--- src/rtl/dma_count_ctrl.sv ---
// Sequencer for one loadable up/down transfer counter: presets it, waits for the
// load acknowledge, enables it for N steps, then checks the final count.
module dma_count_ctrl #(
  parameter int WIDTH = 10
) (
  input  logic             clk,
  input  logic             MR,
  input  logic             start,
  input  logic [WIDTH-1:0] start_value,
  input  logic [WIDTH-1:0] length,
  input  logic             up,
  output logic             busy,
  output logic             done,
  output logic             err,
  output logic             wrap,
  output logic [WIDTH-1:0] cnt_data,
  output logic             cnt_load_n,
  output logic             cnt_en,
  output logic             cnt_dir,
  input  logic             cnt_loadDone,
  input  logic [WIDTH-1:0] cnt_count
);

  localparam logic [2:0] IDLE  = 3'd0;
  localparam logic [2:0] LOAD  = 3'd1;
  localparam logic [2:0] ACK   = 3'd2;
  localparam logic [2:0] RUN   = 3'd3;
  localparam logic [2:0] DRAIN = 3'd4;
  localparam logic [2:0] CHECK = 3'd5;

  localparam logic [WIDTH-1:0] ONE = {{(WIDTH-1){1'b0}}, 1'b1};

  logic [2:0]       state_reg;
  logic [WIDTH-1:0] len_reg;
  logic [WIDTH-1:0] expected_reg;
  logic [WIDTH-1:0] step_reg;
  logic [1:0]       ack_cnt_reg;

  // One extra bit captures the carry (up) or borrow (down) of the end value.
  logic [WIDTH:0] end_next;

  always_comb begin
    end_next = '0;
    if (up)
      end_next = {1'b0, start_value} + {1'b0, length};
    else
      end_next = {1'b0, start_value} - {1'b0, length};
  end

  always_ff @(posedge clk) begin
    if (MR) begin
      state_reg    <= IDLE;
      len_reg      <= '0;
      expected_reg <= '0;
      step_reg     <= '0;
      ack_cnt_reg  <= '0;
      busy         <= 1'b0;
      done         <= 1'b0;
      err          <= 1'b0;
      wrap         <= 1'b0;
      cnt_data     <= '0;
      cnt_load_n   <= 1'b1;
      cnt_en       <= 1'b0;
      cnt_dir      <= 1'b0;
    end else begin
      done <= 1'b0;
      err  <= 1'b0;
      case (state_reg)
        IDLE: begin
          if (start) begin
            len_reg      <= length;
            expected_reg <= end_next[WIDTH-1:0];
            wrap         <= end_next[WIDTH];
            cnt_data     <= start_value;
            cnt_dir      <= up;
            cnt_load_n   <= 1'b0;
            busy         <= 1'b1;
            state_reg    <= LOAD;
          end
        end
        LOAD: begin
          cnt_load_n  <= 1'b1;
          ack_cnt_reg <= '0;
          state_reg   <= ACK;
        end
        ACK: begin
          if (cnt_loadDone) begin
            if (len_reg != '0) begin
              cnt_en    <= 1'b1;
              step_reg  <= '0;
              state_reg <= RUN;
            end else begin
              state_reg <= CHECK;
            end
          end else if (ack_cnt_reg == 2'd3) begin
            // Fourth silent ACK cycle: give up on the counter.
            err       <= 1'b1;
            busy      <= 1'b0;
            state_reg <= IDLE;
          end else begin
            ack_cnt_reg <= ack_cnt_reg + 2'd1;
          end
        end
        RUN: begin
          if (step_reg == len_reg - ONE) begin
            cnt_en    <= 1'b0;
            state_reg <= DRAIN;
          end else begin
            step_reg <= step_reg + ONE;
          end
        end
        DRAIN: begin
          // The counter's last step lands on the edge ending this cycle.
          state_reg <= CHECK;
        end
        CHECK: begin
          busy      <= 1'b0;
          state_reg <= IDLE;
          if (cnt_count == expected_reg)
            done <= 1'b1;
          else
            err <= 1'b1;
        end
        default: begin
          state_reg <= IDLE;
        end
      endcase
    end
  end

endmodule

--- config.mk ---
export PLATFORM = sky130hd
export DESIGN_NAME = dma_count_ctrl
export DESIGN_NICKNAME = d
export VERILOG_FILES = /design/src/rtl/dma_count_ctrl.sv
export SDC_FILE = /design/constraint.sdc
export NUM_CORES = 1
export LEC_CHECK = 0
export BUFFER_PORTS_ARGS = -buffer_cell sky130_fd_sc_hd__buf_4
export CORE_ASPECT_RATIO = 0.75
export CORE_MARGIN = 1.5
export CORE_UTILIZATION = 40
export DETAILED_ROUTE_END_ITERATION = 8
export SYNTH_ARGS = -nofsm -noshare
export SYNTH_HDL_FRONTEND = slang
export SYNTH_SLANG_ARGS = --single-unit
--- constraint.sdc ---
create_clock -name clk -period 9.65 [get_ports clk]
set_input_delay 2.4125 -clock clk [delete_from_list [all_inputs] [get_ports clk]]
set_output_delay 2.4125 -clock clk [all_outputs]
set_load 0.02 [all_outputs]
# Yosys cells after proc, flatten, opt, wreduce, memory -nomap -nowiden
# Cells that the tools add are included.
# W data, S select, Z words.
# totals
reg_bits	52
latchBits	0
mem_bits_rw	0
mem_bits_ro	0
input_bits	35
out_inout_bits	17
mem_count	0
# op_classes
add_sub_neg	5
mul	0
div	0
order_cmp	0
eq_ne	17
n_shift	0
muxes	29
bitwise_logic	1
reduce_logical	14
# op_table
operator	n
$mux W10	3
$eq A10 B10 Y1	2
$pmux W10 S2	1
$ne A2 B2 Y1 const B	8
$mux W3	5
$pmux W3 S5	1
$reduce_and A4 Y1	3
$add A10 B10 Y11	1
$mux W1	11
$mux W11	1
$sub A10 B10 Y11	1
$add A10 B1 Y10 const B	1
$reduce_bool A10 Y1	1
$sub A10 B1 Y10 const B	1
$eq A3 B2 Y1 const B	2
$eq A3 B3 Y1 const B	2
$pmux W1 S2	3
$reduce_and A3 Y1	2
$reduce_bool A2 Y1	3
$mux W2	2
$pmux W2 S2	1
$reduce_and A2 Y1	2
$eq A3 B1 Y1 const B	1
$logic_not A3 Y1	1
7 further kinds	7

# Depth between registers and ports, before layout
# logic_depth
word_depth	4
depth_mapped	12
ltp_nobuf	12

# Least setup slack after synthesis
# OpenSTA, ideal clock, no wires.
# synth_path
path_type	input -> register
start	in length[2]
end	reg wrap
setup_time_ns	0.134
t_arrival_ns	4.764
setup_slack_ns	4.752
cell_stages	11
path_cell_list	or3_1 > or3_1 > nand2b_1 > xnor2_1 > ha_1 > o21a_1 > a2111oi_0 > o31ai_1 > xor2_1 > nand2_1 > a21oi_1
# synth_between
elab_chain_len	2
word_cells_on_any_way	3
# synth_lines
element	line	text
start: declaration	10	input logic [WIDTH-1:0] length,
$sub A10 B10 Y11 or $add A10 B10 Y11 (tied branches)	47, 45	
$mux W11 *	44	if (up)
end signal: assignment	73	wrap <= end_next[WIDTH];
end: declaration	15	output logic wrap,
# Mark *: on every way between the ends. The rest lies on a longest branch, timed or not.
# A chain may end at the register's enable or synchronous reset.

# Final worst setup path
# Same ends and word-level chain as after synthesis.

==> flow_metrics.tcl <==
set metrics [dict create \
    layout-drive-gt1-share_pct 16.6 \
    cp_common_cell "or3_1" \
    antenna_found_initial 0 \
    die-width_um 108 \
    hold_viol 0 \
    switching_share_pct 41.6 \
    place_ws_ns 4.32 \
    met1Wirelength_um 4380 \
    top_layer "met4" \
    wl_met3_um 506 \
    post-dp-hpwl_um 6120 \
    synth_mux_area_share_pct 2.04 \
    slowest_delay_ns 0.78 \
    initial_utilization_pct 41.6 \
    clockRootBuffer "clkbuf_8" \
    synth-adder-area-share_pct 6.27 \
    yosysUniqueCellTypes 62 \
    ys_seq_area_share_pct 31.4 \
    fmax_ghz 0.196 \
    clock_sinks 52 \
    syn_to_final_growth_pct 15.1 \
    ys_warn_count 0 \
    synth_area_um2 3310 \
    synth_top_cells_by_area "dfxtp_1, nand2_1, a21oi_1" \
    path_cells "buf_4, or3_1, or3_1, nand2b_1, xnor2_1, ha_1, o21a_1, a2111oi_0, o31ai_1, xor2_1, nand2_1, a21oi_1" \
    arrival_ns 5.36 \
    gp_congestion 0.818 \
    dieArea_um2 8840 \
    vdd_drop_max_mv 0.0963 \
    drt-initial-drc-count 164 \
    grt_usage_pct 19.8 \
    slowest_stage "a2111oi_0" \
    cap_viol_max_count 0 \
    routedWlPerCell_um 14.6 \
    pin_count 52 \
    min_path_cells 2 \
    required_ns 9.90 \
    synth-async-reset-ratio_pct 0 \
    start_kind "input port" \
    drtAntennaViolNets 0 \
    rr_worst_depth 7 \
    n_antenna_cell 0 \
    dr.pass1.iters 4 \
    post-route-period-util_pct 52.9 \
    yosysTopAreaCell "dfxtp_1" \
    grt_max_degree 49 \
    fin_nets 510 \
    row_count 28 \
    synth-compound-area-share_pct 20.1 \
    via_per_inst 5.50 \
    synth-edff-count 0 \
    pwr-share-comb_pct 43.7 \
    tightestPinTransition_ns 0.848 \
    cts_buffers 5 \
    synth_nets 472 \
    synth-xor-area-share_pct 8.73 \
    grt.overflow.total 0 \
    final_common_cell "nand2_1" \
    synth_seq_cells 52 \
    finalSetupViolCount 0 \
    p_leak_nw 1.53 \
    syn_area_per_cell_um2 7.87 \
    cts_hold_buf 0 \
    cts_buffer_depth 2 \
    p_seq_share_pct 39.7 \
    post_cts_buffers 0 \
    yosys.area_share.simple_pct 26.6 \
    power.switching_mw 0.309 \
    power_frac_clock_pct 16.6 \
    grt_pass1_wl_um 13700 \
    slew_headroom_pct 42.0 \
    worstReg2RegStart "len_reg[6]" \
    grt_pass1_vias 2690 \
    clk_latency_ns 0.31 \
    slew_violations 0 \
    synth_top_area_share_pct 31.4 \
    drc 0 \
    end_kind "flip-flop" \
    setup_ws_ns 4.54 \
    r2r_end "step_reg[8]" \
    h-tree-depth 2 \
    synth_ff_type "dfxtp_1" \
    rsz0062_at_grt "false" \
    status "finished clean" \
    power_density_nw_per_um2 195 \
    min_from "cnt_data[6]" \
    critPathMaxFanout 5 \
    io_buffers 51 \
    layout_common_cells "nand2_1, buf_4, dfxtp_1" \
    met2_length_um 3310 \
    min_period_ns 5.11 \
    routed_wl_um 8260 \
    vias 3101 \
    syn_inst 421 \
    coreArea_um2 7950 \
    hold_path.class "reg2reg" \
    synth_top_family_by_area "simple AND/OR/NAND/NOR gates" \
    crit_type "in2reg" \
    die-height_um 81.8 \
    p_int_mw 0.433 \
    holdPathEnd "cnt_data[6]" \
    finalSetupTns_ns 0 \
    ff2ff_setup_slack_ns 6.86 \
    fin_skew_ns 0.0127 \
    clk_pin_slew_ns 0.10 \
    post_cts_resized 0 \
    cts_tree "yes" \
]
## stage by stage
stage / util, % / hold WS (ns) / power, mW / std cells / instance area, um^2
3_3_place_gp: 46.9 / 0.444 / 0.617 / 557 / 3730
6_report: 47.9 / 0.461 / 0.742 / 564 / 3810
5_1_grt: 47.9 / 0.488 / 0.802 / 564 / 3810
2_1_floorplan: - / 0.444 / 0.545 / 421 / 3310
4_1_cts: 47.9 / 0.464 / 0.748 / 564 / 3810
3_5_place_dp: 46.9 / 0.450 / 0.623 / 557 / 3730
## power by group through the flow
| stage | Sequential (mW) | Clock [mW] | Combinational [mW] |
|---|---|---|---|
| floorplan | 0.294 | 0 | 0.252 |
| CTS | 0.295 | 0.128 | 0.325 |
| global route | 0.302 | 0.137 | 0.364 |
| global placement | 0.299 | 0 | 0.318 |
| finish | 0.295 | 0.123 | 0.324 |
| detailed placement | 0.299 | 0 | 0.324 |
## kinds of logic (layout without fill, tap and decap cells)
kind of cell / Yosys count / after routing
buf+inv: 34 / 72
xor+xnor: 33 / 33
fa+ha+maj: 16 / 16
compound gates: 102 / 102
mux: 6 / 6
simple gates: 178 / 178
flops: 52 / 52
## worst max-delay path by stage
stage	startpoint	end	cells past startpoint
floorplan	length[2]	wrap	11
global placement	length[2]	wrap	12
detailed placement	length[2]	wrap	12
CTS	length[2]	wrap	12
global route	length[0]	wrap	12
finish	length[2]	wrap	12
## synthesized netlist by cell type (all sizes together), types with 2 or more instances
library cell	instances
a31oi	3
o31ai	3
and2	2
or3b	2
nor4b	3
buf	3
nor3b	3
o21ai	12
xor2	20
o2111ai	5
or3	6
inv	11
nor3	8
clkbuf	19
a2111oi	2
o21a	3
ha	15
nor2	24
mux2	3
nand3	16
a221oi	2
a21oi	49
a2111o	6
a211oi	4
a21o	3
mux2i	3
nand4	6
nand2	80
or2	5
nor2b	2
nor4	5
xnor2	13
nand2b	5
dfxtp	52
nand3b	4
## critical path, delay by kind of cell
kind | cells | cell delay (ns)
AOI/OAI and AO/OA | 4 | 1.27
and+or+nand+nor | 4 | 0.93
xor gates and xnor gates | 2 | 0.31
adders and majority gates | 1 | 0.29
buffers and inverters | 1 | 0.13
## per-layer routing
layer,global-route usage [%],vias to the layer above
met2,28.8,82
met5,0,-
li1,-,1575
met1,29.9,1438
met3,4.21,6
met4,4.08,0
## final cells by class
| type | instances | area (um^2) |
|---|---|---|
| clock buffers | 6 | 72.6 |
| clock inverters | 1 | 5.00 |
| inverters | 12 | 45.0 |
| multi-input cells | 335 | 2120 |
| repair buffers | 53 | 398 |
| well taps | 105 | 131 |
| fillers | 793 | 4140 |
| flip-flops and latches | 52 | 1040 |
Power figures use the tool's default switching activity.
